==> src/rtl/mdu_pkg.sv <==
// Shared types and helpers for the iterative RV64M multiply/divide unit.
// Operation encoding follows the RV64M funct3 field.
package mdu_pkg;

  localparam int MDU_XLEN = 64;

  typedef enum logic [2:0] {
    MUL    = 3'd0,
    MULH   = 3'd1,
    MULHSU = 3'd2,
    MULHU  = 3'd3,
    DIV    = 3'd4,
    DIVU   = 3'd5,
    REM    = 3'd6,
    REMU   = 3'd7
  } mdu_op_t;

  typedef enum logic [1:0] {
    IDLE = 2'd0,
    BUSY = 2'd1,
    DONE = 2'd2
  } mdu_state_t;

  function automatic logic [63:0] abs64(
    input logic [63:0] x,
    input logic        is_signed
  );
    return (is_signed && x[63]) ? -x : x;
  endfunction

endpackage

==> src/rtl/mdu_iter.sv <==
// Iterative RV64M multiply/divide unit, one radix-2 step per cycle.
// Multiply and divide share one 128-bit shift register (hi = product-high / remainder).
module mdu_iter
  import mdu_pkg::*;
#(
  parameter int XLEN  = MDU_XLEN,
  parameter int STEPS = MDU_XLEN
) (
  input  logic            clk,
  input  logic            reset,
  input  logic            in_valid,
  output logic            in_ready,
  input  mdu_op_t         op,
  input  logic [XLEN-1:0] rs1,
  input  logic [XLEN-1:0] rs2,
  input  logic            flush,
  output logic            out_valid,
  input  logic            out_ready,
  output logic [XLEN-1:0] result
);

  localparam int CW = $clog2(STEPS);
  localparam logic [XLEN-1:0] MIN_NEG =
    {1'b1, {(XLEN-1){1'b0}}};

  mdu_state_t state_q;
  mdu_state_t state_d;

  mdu_op_t           op_q;
  logic [2*XLEN-1:0] acc_q;
  logic [XLEN-1:0]   opnd_q;
  logic [CW-1:0]     cnt_q;
  logic              neg_q;

  logic            sgn1;
  logic            sgn2;
  logic            s1;
  logic            s2;
  logic            is_div;
  logic            is_rem;
  logic            div_zero;
  logic            ovf;
  logic            special;
  logic [XLEN-1:0] spec_res;
  logic            last;

  logic [XLEN:0]     mul_sum;
  logic [2*XLEN-1:0] mul_nxt;
  logic [XLEN:0]     trial;
  logic [2*XLEN-1:0] div_nxt;
  logic [2*XLEN-1:0] step_nxt;
  logic [2*XLEN-1:0] prod;
  logic [XLEN-1:0]   quo;
  logic [XLEN-1:0]   rem;
  logic [XLEN-1:0]   fin_res;

  // Request decode
  always_comb begin
    sgn1 = 1'b0;
    sgn2 = 1'b0;
    unique case (op)
      MULH:    begin sgn1 = 1'b1; sgn2 = 1'b1; end
      MULHSU:  sgn1 = 1'b1;
      DIV:     begin sgn1 = 1'b1; sgn2 = 1'b1; end
      REM:     begin sgn1 = 1'b1; sgn2 = 1'b1; end
      default: ;
    endcase
  end

  assign s1 = sgn1 & rs1[XLEN-1];
  assign s2 = sgn2 & rs2[XLEN-1];

  assign is_div = op inside {DIV, DIVU, REM, REMU};
  assign is_rem = op inside {REM, REMU};

  assign div_zero = is_div && (rs2 == '0);
  assign ovf = (op == DIV || op == REM)
            && (rs1 == MIN_NEG)
            && (rs2 == '1);
  assign special = div_zero || ovf;

  always_comb begin
    spec_res = '0;
    unique case (1'b1)
      div_zero && is_rem:  spec_res = rs1;
      div_zero && !is_rem: spec_res = '1;
      ovf && !is_rem:      spec_res = MIN_NEG;
      default:             spec_res = '0;
    endcase
  end

  // One iteration of either algorithm
  assign mul_sum = {1'b0, acc_q[2*XLEN-1:XLEN]}
                 + (acc_q[0] ? {1'b0, opnd_q}
                             : {(XLEN+1){1'b0}});
  assign mul_nxt = {mul_sum, acc_q[XLEN-1:1]};

  // Partial remainder can reach 2*divisor-1, so trial needs 65 bits
  assign trial = acc_q[2*XLEN-1:XLEN-1] - {1'b0, opnd_q};

  always_comb begin
    if (!trial[XLEN])
      div_nxt = {trial[XLEN-1:0], acc_q[XLEN-2:0], 1'b1};
    else
      div_nxt = {acc_q[2*XLEN-2:0], 1'b0};
  end

  assign step_nxt = (op_q inside {DIV, DIVU, REM, REMU})
                  ? div_nxt : mul_nxt;

  // Sign correction applied to the final iteration's output
  assign prod = neg_q ? -step_nxt : step_nxt;
  assign quo  = neg_q ? -step_nxt[XLEN-1:0]
                      : step_nxt[XLEN-1:0];
  assign rem  = neg_q ? -step_nxt[2*XLEN-1:XLEN]
                      : step_nxt[2*XLEN-1:XLEN];

  always_comb begin
    fin_res = '0;
    unique case (op_q)
      MUL:                 fin_res = prod[XLEN-1:0];
      MULH, MULHSU, MULHU: fin_res = prod[2*XLEN-1:XLEN];
      DIV, DIVU:           fin_res = quo;
      REM, REMU:           fin_res = rem;
      default:             fin_res = '0;
    endcase
  end

  assign last = (cnt_q == CW'(STEPS-1));

  // FSM
  always_ff @(posedge clk or posedge reset) begin
    if (reset) state_q <= IDLE;
    else       state_q <= state_d;
  end

  always_comb begin
    state_d = state_q;
    if (flush) begin
      state_d = IDLE;
    end else begin
      unique case (state_q)
        IDLE: if (in_valid) state_d = special ? DONE : BUSY;
        BUSY: if (last)     state_d = DONE;
        DONE: if (out_ready) state_d = IDLE;
        default: state_d = IDLE;
      endcase
    end
  end

  assign in_ready  = (state_q == IDLE);
  assign out_valid = (state_q == DONE);

  // Datapath
  always_ff @(posedge clk or posedge reset) begin
    if (reset) begin
      op_q   <= MUL;
      acc_q  <= '0;
      opnd_q <= '0;
      cnt_q  <= '0;
      neg_q  <= 1'b0;
      result <= '0;
    end else if (flush) begin
      result <= '0;
    end else begin
      unique case (state_q)
        IDLE: begin
          if (in_valid) begin
            op_q   <= op;
            cnt_q  <= '0;
            opnd_q <= abs64(rs2, sgn2);
            acc_q  <= {{XLEN{1'b0}}, abs64(rs1, sgn1)};
            // Remainder takes the dividend's sign only
            neg_q  <= is_rem ? s1 : (s1 ^ s2);
            if (special) result <= spec_res;
          end
        end
        BUSY: begin
          acc_q <= step_nxt;
          cnt_q <= cnt_q + CW'(1);
          if (last) result <= fin_res;
        end
        default: ;
      endcase
    end
  end

endmodule

==> config.mk <==
export PLATFORM = sky130hd
export DESIGN_NAME = mdu_iter
export DESIGN_NICKNAME = d
export VERILOG_FILES = /design/src/rtl/mdu_pkg.sv /design/src/rtl/mdu_iter.sv
export SDC_FILE = /design/constraint.sdc
export NUM_CORES = 2
export LEC_CHECK = 0
export ABC_CLOCK_PERIOD_IN_PS = 27300
export CAP_MARGIN = 0
export CORE_MARGIN = 5
export CORE_UTILIZATION = 44
export DETAILED_ROUTE_END_ITERATION = 10
export PLACE_DENSITY = 0.7
export SLEW_MARGIN = 10
export SYNTH_ARGS = -nofsm -noshare
export SYNTH_HDL_FRONTEND = slang
export SYNTH_SLANG_ARGS = --single-unit
==> constraint.sdc <==
create_clock -name clk -period 27.3 [get_ports clk]
set_input_delay 5.46 -clock clk [delete_from_list [all_inputs] [get_ports clk]]
set_output_delay 5.46 -clock clk [all_outputs]
set_load 0.005 [all_outputs]
Word-level counts from Yosys, hierarchy flattened
Index checks and enable logic that the tools add are counted.
- output and inout bits: 66
- word-level logic and storage cells: 98
- flip-flop bits (word level): 268
- bitwise gates (word level): 4
- reductions and logical operators: 28
- add/sub/neg operators: 8
- eq/ne operators: 23
- muxes and demuxes: 28
- operator list (operator ; count):
    $mux W64 ; 9
    $mux W128 ; 4
    $neg A64 Y64 ; 4
    $pmux W128 S2 ; 1
    $pmux W64 S4 ; 1
    $pmux W64 S3 ; 1
    $eq A64 B64 Y1 const B ; 2
    $neg A128 Y128 ; 1
    $pmux W64 S2 ; 1
    $add A64 B64 Y65 ; 1
    $sub A65 B64 Y65 ; 1
    $logic_not A64 Y1 ; 1
    $eq A3 B3 Y1 const B ; 8
    $pmux W6 S2 ; 1
    $mux W2 ; 5
    $eq A3 B2 Y1 const B ; 3
    $reduce_and A3 Y1 ; 3
    $logic_and A1 B1 Y1 ; 8
    $reduce_bool A4 Y1 ; 2
    $add A6 B1 Y6 const B ; 1
    $eq A3 B1 Y1 const B ; 2
    $eq A6 B6 Y1 const B ; 1
    $mux W6 ; 1
    $ne A3 B2 Y1 const B ; 2
    20 further kinds ; 27

Logic depth before layout (Yosys ltp)
- word-level depth: 10
- depth in mapped cells: 29
- mapped depth without buffers: 27

Worst setup path before layout
No wires, ideal clock.
- path type: input to register
- from: in rs2[0]
- to: reg result[47]
- library setup time: 0.095 ns
- arrival: 9.532 ns
- stages on the path: 18
- path slack: 17.673 ns
- cell sequence: inv_1 > ha_1 > nand2b_1 > or4_1 > or2_2 > or4b_1 > clkbuf_1 > nor3_1 > nand3_1 > nor3_2 > nand2_1 > or2_2 > clkbuf_1 > o21ai_1 > clkbuf_1 > buf_1 > a21oi_1 > o31ai_1
- word-level cells in the longest chain between the ends: 8
- elaborated cells between the ends (all ways): 15
- RTL lines (what ; line ; source):
    from (decl) ; mdu_iter.sv:15 ; input logic [XLEN-1:0] rs2,
    $eq A64 B64 Y1 / $logic_not A64 Y1 (equally long branches) ; mdu_iter.sv:79, mdu_iter.sv:76 ;
    $logic_and A1 B1 Y1, on equally long branches ; mdu_iter.sv:79, mdu_iter.sv:76 ;
    $logic_and A1 B1 Y1, on equally long branches ; mdu_iter.sv:87, mdu_iter.sv:85, mdu_iter.sv:86 ;
    $pmux W64 S3 ; mdu_iter.sv:84 ; unique case (1'b1)
    $mux W64 ; mdu_iter.sv:175 ; if (special) result <= spec_res;
    $mux W64 ; mdu_iter.sv:168 ; if (in_valid) begin
    $pmux W64 S2 ; mdu_iter.sv:166 ; unique case (state_q)
    $mux W64 ; mdu_iter.sv:163 ; end else if (flush) begin
    to (signal assigned) ; mdu_iter.sv:175 ;
    to (signal assigned) ; mdu_iter.sv:181 ; if (last) result <= fin_res;
    to (decl) ; mdu_iter.sv:19 ; output logic [XLEN-1:0] result
Several ways; a longest one is shown, not always the timed one. The select of a mux whose other input is x is not followed.
A chain may end at the register's enable or synchronous reset.

Worst setup path in the final report
- from: in rs2[0]
- to: reg result[34]
Same word-level chain as after synthesis.

==> results.py <==
metrics = {
    "critical_path": {
        "r2r_slack_ps": 18610,
        "r2r-end": "result[4]$_DFFE_PP0P_",
        "r2r_start": "opnd_q[56]$_DFFE_PP0P_",
        "crit_type": "input pin to flip-flop",
        "worstPathMaxFanout": 69,
        "startpoint": "rs2[0]",
        "critPathLaunchType": "input pin",
        "end_kind": "flip-flop",
        "crit_required_ps": 27810,
        "ff2ff_path_depth": 25,
        "cp.arrival_ps": 11750,
    },
    "pwr": {
        "leakage_nw": 13.9,
        "max-vdd-ir-drop_v": 0.0000573,
        "power_density_nw_per_um2": 93.2,
    },
    "logic_synthesis": {
        "ys_seq_area_share_pct": 21.4,
        "synth_top_area_share_pct": 21.4,
        "synth_area_um2": 31400,
        "synth_edf_count": 0,
        "synthArstFlopShare_pct": 100,
        "syn-num-nets": 4601,
        "ys_ff_latch": 268,
        "ys.flop_type": "dfrtp_1",
        "synthCells": 4329,
        "synthTopCellsByArea": "dfrtp_1 (21%), a21oi_1 (7.8%), o21ai_0 (6.3%), ha_1 (5.3%), xnor2_1 (5.3%)",
        "yosysTopAreaCell": "dfrtp_1",
        "synth_warnings": 0,
        "synth.avg_cell_area_um2": 7.24,
        "yosysUniqueCellTypes": 115,
    },
    "finish": {
        "syn_to_final_growth_pct": 13.2,
        "ff_latch_area_um2": 6710,
        "final_util_pct": 50.4,
        "final_common_cell": "a21oi_1",
        "layout_common_cells": "a21oi_1 (490), nand2_1 (433), nor2_1 (422)",
        "drive_gt1_share_pct": 6.48,
        "multi_input_area_um2": 23100,
        "nNetsFinal": 4656,
        "fillers": 7098,
    },
    "clock_network": {
        "cts_tree": "built",
        "postCtsSetupRepairBufs": 0,
        "numCtsBuffers": 39,
        "h-tree-depth": 2,
        "clk_pin_slew_worst_paths_ps": 60,
        "cts_buffer_depth": 3,
        "cts-root-buf": "clkbuf_16",
        "cts_resized": 0,
        "clock_sinks": 268,
        "worstSkewPairLatency_ps": 590,
        "cts_hold_buf": 0,
    },
    "timing": {
        "skew_ps": 38.4,
        "setup_ws_ps": 16060,
        "drv_slew": 0,
        "setup_viol": 0,
        "tightest_slew_ps": 1370,
        "tns_ps": 0,
        "fin_crit_ps": 11240,
        "slew_headroom_pct": 8.33,
        "rsz0062_at_grt": "no",
        "hold_violations": 0,
        "period_share_pct": 41.2,
        "fmax_mhz": 88.9,
    },
    "detailed_routing": {
        "wl_per_cell_um": 27.9,
        "wirelength_um": 149000,
        "vias": 35800,
        "drtAntennaViolNets": 0,
        "route.detailed.drc": 0,
        "vias_per_cell": 6.69,
        "drt_iter0_markers": 4826,
        "dr.pass1.iters": 7,
    },
    "worst_hold_path": {
        "hold_depth": 2,
        "hold_class": "flip-flop to flip-flop",
        "min-delay-start": "result[2]$_DFFE_PP0P_",
        "hold-path-endpoint": "result[2]$_DFFE_PP0P_",
    },
    "run": {
        "drv_cap": 0,
    },
    "floorplan": {
        "dieArea_um2": 76700,
        "die_h_um": 277,
        "die_w_um": 277,
        "initial_core_util_pct": 44.5,
        "rows": 97,
        "core_um2": 70400,
        "top_level_ports": 202,
    },
    "global_route": {
        "grt_pass1_wl_um": 219000,
        "grt_usage_pct": 36.8,
        "grt_antenna_before_repair": 5,
        "grt_pass1_vias": 33100,
        "grt_max_degree": 134,
        "grt_overflow": 0,
    },
    "placed_design": {
        "dp_hpwl_um": 115000,
        "port_buffers": 201,
        "dp_slack_ps": 15670,
        "place_congestion": 1.05,
    },
    "run_status": {
        "outcome": "finished, final reports clean",
    },
}
==> per-stage QoR <==
step / instance area, µm² / power [mW] / cells / hold WS (ps)
floorplan: 31400 / 1.91 / 4329 / 465
global placement: 34200 / 2.67 / 5283 / 462
detailed placement: 34200 / 2.67 / 5283 / 470
CTS: 35500 / 3.22 / 5351 / 483
global route: 35500 / 3.45 / 5351 / 516
finish: 35500 / 3.31 / 5355 / 491
==> metal layers <==
metal / share of wire, % / track usage (%) / wire (µm) / up-vias
met2: 42 / 55.0 / 63100 / 1935
met3: 12 / 11.0 / 17500 / 356
met4: 3.9 / 12.1 / 5890 / 2
met1: 42 / 51.0 / 62800 / 17400
met5: 0.0087 / 0 / 13 / -
li1: - / - / - / 16100
==> logic make-up after synthesis <==
family          count (synthesis)  share of synthesized area, %
compound gates               1539                          31.1
flops                         268                          21.4
simple gates                 1569                          24.7
buf+inv                       406                          5.36
fa+ha+maj                     136                          5.48
mux                           101                          3.33
xor+xnor                      310                          8.66
==> worst max-delay path, stage by stage <==
cell	delay [ps]
clkdlybuf4s50_1	470
inv_1	90
ha_1	210
nand2b_1	80
or4_1	470
or2_2	360
or4b_1	700
nor3_1	460
nand3_1	380
nor3_2	390
nand2_1	360
or2_2	550
o21ai_1	300
a22oi_2	200
buf_4	420
o41ai_1	540
a211oi_1	80
a21oi_1	170
==> synth_stat cells, types with 51 or more instances <==
cell and count:
a21oi_1 490, nand2_1 435, nor2_1 426, o21ai_0 396, dfrtp_1 268, clkbuf_1 192
xnor2_1 188, inv_1 135, ha_1 134, xor2_1 122, nor3_1 115, nand3_1 96
nand4_1 85, and2_1 84, mux2i_1 75, o31ai_1 74, a31oi_1 54, or3_1 51
==> layout make-up <==
type	instances	area share [%]
Antenna cell	4	0.0282
Clock buffer	51	3.11
Clock inverter	17	0.603
Inverter	137	1.47
Multi-Input combinational cell	3655	65.1
Sequential cell	268	18.9
Tap cell	940	3.31
Timing Repair Buffer	283	7.47
==> worst max path at each step <==
stage	endpoint	slack, ps	cells after the start
final	result[34]$_DFFE_PP0P_	16060	18
after global routing	result[34]$_DFFE_PP0P_	15820	18
after CTS	result[34]$_DFFE_PP0P_	16250	18
after detailed placement	result[34]$_DFFE_PP0P_	15670	18
after global placement	result[34]$_DFFE_PP0P_	15780	18
after floorplan	acc_q[0]$_DFFE_PP0P_	14460	1
==> power by group <==
| group | leakage [nW] | total (mW) | switching, mW | internal, mW |
|---|---|---|---|---|
| sequential | 3.41 | 0.594 | 0.119 | 0.475 |
| clock | 0.638 | 0.539 | 0.216 | 0.322 |
| combinational | 9.89 | 2.18 | 1.48 | 0.697 |
==> registers in the layout (all words and copies together), names as in the netlist <==
name,cells
acc_q,128
cnt_q,6
neg_q,1
op_q,3
opnd_q,64
result,64
state_q,2
Power figures use the tool's default switching activity.
